[src/rtl/fetch_unit.sv]
// rtl/fetch_unit.sv - instruction fetch responder: PC owner, instruction-bus handshake, flush redirect
module fetch_unit #(
  parameter logic [63:0] RESET_PC = 64'h0000_0000_8000_0000
) (
  input  logic        clk,
  input  logic        reset,
  input  logic        cmd_valid,
  input  logic [1:0]  cmd_kind,
  input  logic [63:0] cmd_offset,
  input  logic [63:0] cmd_target,
  input  logic        flush,
  input  logic [63:0] flush_pc,
  output logic        ireq_valid,
  output logic [63:0] ireq_addr,
  input  logic        iresp_addr_ok,
  input  logic        iresp_data_ok,
  input  logic [63:0] iresp_data,
  output logic        inst_valid,
  output logic [31:0] inst,
  output logic [63:0] inst_pc,
  output logic        inst_err,
  output logic        iwait
);

  typedef enum logic [1:0] {
    IDLE = 2'd0,
    REQ  = 2'd1,
    WAIT = 2'd2
  } state_t;

  localparam logic [1:0] KIND_HOLD = 2'd0;
  localparam logic [1:0] KIND_SEQ  = 2'd1;
  localparam logic [1:0] KIND_REL  = 2'd2;
  localparam logic [1:0] KIND_ABS  = 2'd3;

  state_t      state_q, state_d;
  logic [63:0] pc_q, pc_d;
  logic        drop_q, drop_d;
  logic        redir_pend_q, redir_pend_d;
  logic [63:0] redir_pc_q, redir_pc_d;
  logic [31:0] inst_q, inst_d;
  logic [63:0] inst_pc_q, inst_pc_d;
  logic        inst_err_q, inst_err_d;
  logic        inst_valid_q, inst_valid_d;

  logic [63:0] flush_tgt;
  logic        load_pc;
  logic [63:0] load_val;
  logic        accepted;
  logic        drop_eff;

  // Next-state logic: command decode in IDLE, handshake and flush bookkeeping while busy
  always_comb begin
    state_d      = state_q;
    pc_d         = pc_q;
    drop_d       = drop_q;
    redir_pend_d = redir_pend_q;
    redir_pc_d   = redir_pc_q;
    inst_d       = inst_q;
    inst_pc_d    = inst_pc_q;
    inst_err_d   = inst_err_q;
    load_pc      = 1'b0;
    load_val     = pc_q;

    flush_tgt = flush_pc & ~64'h1;
    // An address already accepted means the bus owes us exactly one data beat.
    accepted  = (state_q == WAIT) || ((state_q == REQ) && iresp_addr_ok);
    // A flush seen during REQ is only latched as pending; it turns into a drop once accepted.
    drop_eff  = (state_q == WAIT) ? drop_q : redir_pend_q;

    case (state_q)
      IDLE: begin
        if (flush) begin
          load_pc  = 1'b1;
          load_val = flush_tgt;
        end else if (cmd_valid) begin
          case (cmd_kind)
            KIND_SEQ: begin
              load_pc  = 1'b1;
              load_val = inst_pc_q + 64'd4;
            end
            KIND_REL: begin
              load_pc  = 1'b1;
              load_val = inst_pc_q + cmd_offset;
            end
            KIND_ABS: begin
              load_pc  = 1'b1;
              load_val = cmd_target & ~64'h1;
            end
            default: ;
          endcase
        end
      end
      default: begin
        if (!accepted) begin
          // Request stays up with the old address; remember where to go afterwards.
          if (flush) begin
            redir_pend_d = 1'b1;
            redir_pc_d   = flush_tgt;
          end
        end else if (iresp_data_ok) begin
          drop_d       = 1'b0;
          redir_pend_d = 1'b0;
          if (flush) begin
            load_pc  = 1'b1;
            load_val = flush_tgt;
          end else if (drop_eff) begin
            load_pc  = 1'b1;
            load_val = redir_pc_q;
          end else begin
            inst_d     = pc_q[2] ? iresp_data[63:32] : iresp_data[31:0];
            inst_pc_d  = pc_q;
            inst_err_d = 1'b0;
            state_d    = IDLE;
          end
        end else begin
          state_d = WAIT;
          if (flush) begin
            drop_d     = 1'b1;
            redir_pc_d = flush_tgt;
          end else if ((state_q == REQ) && redir_pend_q) begin
            drop_d = 1'b1;
          end
        end
      end
    endcase

    // Every new PC is checked for alignment; a misaligned one never reaches the bus.
    if (load_pc) begin
      pc_d         = load_val;
      drop_d       = 1'b0;
      redir_pend_d = 1'b0;
      if (load_val[1:0] != 2'b00) begin
        inst_d     = 32'd0;
        inst_pc_d  = load_val;
        inst_err_d = 1'b1;
        state_d    = IDLE;
      end else begin
        state_d = REQ;
      end
    end

    inst_valid_d = (state_d == IDLE);
  end

  // State and datapath registers
  always_ff @(posedge clk or posedge reset) begin
    if (reset) begin
      state_q      <= REQ;
      pc_q         <= RESET_PC;
      drop_q       <= 1'b0;
      redir_pend_q <= 1'b0;
      redir_pc_q   <= 64'd0;
      inst_q       <= 32'd0;
      inst_pc_q    <= 64'd0;
      inst_err_q   <= 1'b0;
      inst_valid_q <= 1'b0;
    end else begin
      state_q      <= state_d;
      pc_q         <= pc_d;
      drop_q       <= drop_d;
      redir_pend_q <= redir_pend_d;
      redir_pc_q   <= redir_pc_d;
      inst_q       <= inst_d;
      inst_pc_q    <= inst_pc_d;
      inst_err_q   <= inst_err_d;
      inst_valid_q <= inst_valid_d;
    end
  end

  assign ireq_valid = (state_q == REQ);
  assign ireq_addr  = pc_q;
  assign iwait      = (state_q != IDLE);
  assign inst_valid = inst_valid_q;
  assign inst       = inst_q;
  assign inst_pc    = inst_pc_q;
  assign inst_err   = inst_err_q;

endmodule

[config.mk]
export PLATFORM = sky130hd
export DESIGN_NAME = fetch_unit
export DESIGN_NICKNAME = d
export VERILOG_FILES = /design/src/rtl/fetch_unit.sv
export SDC_FILE = /design/constraint.sdc
export NUM_CORES = 1
export LEC_CHECK = 0
export CAP_MARGIN = 20
export CORE_MARGIN = 2
export CORE_UTILIZATION = 58
export DETAILED_ROUTE_END_ITERATION = 7
export DONT_BUFFER_PORTS = 1
export HOLD_SLACK_MARGIN = 0.15
export PLACE_DENSITY = 0.76
export RECOVER_POWER = 100
export SYNTH_ARGS = -nofsm -noshare
export SYNTH_HDL_FRONTEND = slang
export SYNTH_SLANG_ARGS = --single-unit
[constraint.sdc]
create_clock -name clk -period 7.1 [get_ports clk]
set_input_delay 1.065 -clock clk [delete_from_list [all_inputs] [get_ports clk]]
set_output_delay 1.065 -clock clk [all_outputs]
set_load 0.05 [all_outputs]
==> impl_metrics.ini <==
[logic_synthesis]
synthXorXnorAreaFrac_pct = 4.662
synth_compound_area_share_pct = 26.58
ys_seq_elements = 229
synth_top_family_by_area = compound AO/OA/AOI/OAI gates
yosysWarningCount = 0
synth_cell_types = 86
synthFlopType = dfrtp_1
syn_area_um2 = 17100
synth.area.top_cells = dfrtp_1, nand2_1, ha_1
synth-adder-area-share_pct = 4.801
synth_edf_count = 0
seq_area_frac_synth_pct = 33.54
synth_async_sr_flop_share_pct = 100.0
synth_top_area_share_pct = 33.23
netlist_top_cells_count = nand2_1, dfrtp_1, nor2_1, o21ai_0, a21oi_1
syn_inst = 2059
synthMuxAreaShare_pct = 7.099
yosysMostFrequentCell = nand2_1
syn_area_per_cell_um2 = 8.303
yosys.area.top_type = dfrtp_1
synthSimpleGateAreaFrac_pct = 19.21
synth_fp_nets = 2388

[cts]
post-cts-setup-buffer-count = 0
cts_tree = done
cts_resized = 0
h-tree-depth = 1
clock_latency_ns = 0.51
cts.sinks = 229
root_buffer = clkbuf_16
cts_buffers = 21
clkSlewWorstSetupHoldPaths_ns = 0.07
hold_buffers = 0
cts_max_path_buffers = 3

[timing]
finalMaxSlewViolations = 380
fin_crit_sh_pct = 83.52
finalClockSkew_ns = 0.01392
timing.fmax_mhz = 168.6
hold_viol = 0
setup_tns_ns = 0
slew-limit-headroom_pct = -185.6
finalSetupViolCount = 0
tightest_slew_ns = 4.283
min_period_ns = 5.930
rsz0062_at_grt = false

[critical_path]
r2r_end = inst_pc[45]
cp_max_fo = 44
slowest_stage = and2_0
max_stage_delay_ns = 1.48
r2r_slack_ns = 1.17
ff2ff_path_depth = 9
cp.arrival_ns = 6.32
critPathRequiredTime_ns = 7.49
rr_startpoint = state_q[0]
critPathLaunchType = register
critPathKind = reg2reg
endpoint_kind = register
cp_cell_sequence = or2_0 -> and2_0 -> a21oi_1 -> o211a_1 -> nor2_1 -> buf_12 -> clkbuf_1 -> nand3_1 -> o21a_1

[global_routing]
grt_pass1_wl_um = 105100
grt_max_degree = 96
grt_antenna_before_repair = 6
grt_usage_pct = 45.16
grt_pass1_vias = 16347
grt.overflow.total = 0

[routing]
drt_iter0_markers = 2939
ant_nets = 0
firstDrtPassIters = 8
vias_per_cell = 7.428
wl_um = 72000
route.vias.total = 17797
drt-wirelength-per-cell_um = 30.05
route.detailed.drc = 8

[floorplan]
dieArea_um2 = 30860
core_um2 = 28860
die_h_um = 175.7
floorplan.rows = 62
ios = 428
start_util_pct = 59.24
die_x_um = 175.7

[job]
maxCapViolations = 9

[status]
outcome = finished, violations left
violations = DRC, capacitance limit, slew limit

[hold_path]
holdPathEnd = redir_pc_q[62]
hold_depth = 1
worstHoldStart = redir_pc_q[62]
hp-class = reg2reg

[finish]
area_growth_pct = 5.314
nets = 2324
final_cells = 2396
drive_gt1_share_pct = 7.321
fillers = 2550

[pwr]
irDropWorstVdd_uv = 409.1
p_per_area_nw_per_um2 = 610.5
power_leakage_nw = 7.371

[placed_design]
gp_congestion = 0.9967
portBuffers = 0
placed_cells = 2353
dp_hpwl_um = 54280
kinds of logic after synthesis:
family,after synthesis
buffers and inverters,171
AO/OA/AOI/OAI,681
AND/OR/NAND/NOR,709
XOR/XNOR,91
adder cells (fa/ha/maj),65
multiplexers,113
flip-flops,229
worst max path at each step:
stage                  startpoint            end  slack (ns)  cells past startpoint
floorplan                   reset         drop_q        3.04                      1
global placement    cmd_offset[0]  ireq_addr[60]        2.05                     13
detailed placement  cmd_offset[0]  ireq_addr[60]        1.95                     13
CTS                    inst_pc[0]  ireq_addr[60]        2.10                     13
global route           state_q[0]    inst_pc[30]        0.84                     11
finish                 state_q[0]    inst_pc[45]        1.17                      9
metal layers:
metal	up-vias	GRT usage, %	routed length, um
met3	252	16.99	12250
met2	1433	64.63	29220
met4	4	18.35	3872
met5	-	0	22
li1	7587	-	-
met1	8521	61.57	26640
cells in the final DEF, fill, tap and decap left out, drive strengths merged, types with 15 or more instances in the layout:
| cell | instances |
|---|---|
| inv | 33 |
| a31oi | 56 |
| a21oi | 136 |
| or3 | 17 |
| o21a | 32 |
| o21ai | 157 |
| mux2 | 66 |
| nand2 | 286 |
| mux2i | 47 |
| a22oi | 34 |
| xnor2 | 50 |
| and3 | 34 |
| dfrtp | 227 |
| nor2 | 168 |
| a211oi | 53 |
| nor3 | 36 |
| clkbuf | 59 |
| o211ai | 15 |
| a222oi | 36 |
| buf | 19 |
| a21o | 27 |
| nand4 | 36 |
| xor2 | 41 |
| a221oi | 16 |
| nand3 | 66 |
| ha | 64 |
cell type report:
class	count	area [um^2]	share of cell area (%)
repair buffers	50	271.5	1.508
well taps	384	480.5	2.669
diodes	4	10.01	0.05560
clock buffers	28	591.8	3.287
inverters	34	128.9	0.7158
multi-input cells	1659	10670	59.25
flip-flops and latches	229	5734	31.85
clock inverters	8	118.9	0.6602
through the flow:
stage	setup slack, ns	hold slack (ns)	power [W]	utilization, %	instance area [um^2]
3_5_place_dp	1.949	0.4950	0.009560	60.37	17420
6_report	1.170	0.5094	0.01099	62.39	18000
4_1_cts	2.102	0.4417	0.01078	62.83	18130
2_1_floorplan	3.043	0.4783	0.007786	-	17100
5_1_grt	0.8389	0.5146	0.01144	62.39	18000
3_3_place_gp	2.053	0.4871	0.009445	60.37	17420
report_power, final:
part | total, W | switching [W] | internal (W)
combinational | 0.00561 | 0.00364 | 0.00197
sequential | 0.00418 | 0.00224 | 0.00194
clock | 0.00120 | 0.000508 | 0.000695
registers in the layout, summed over array words and instances (netlist names):
signal,count
state_q,2
inst_pc,64
drop_q,1
inst,32
ireq_addr,64
inst_valid,1
redir_pc_q,63
inst_err,1
redir_pend_q,1
critical path, delay by kind of cell (launching register included):
kind                   cells  cell delay, ns
and+or+nand+nor            4            3.07
buffers and inverters      2            1.31
AOI/OAI and AO/OA          3            0.83
DFF                        1            0.59
Note: power is estimated with default switching activity, not from simulation.
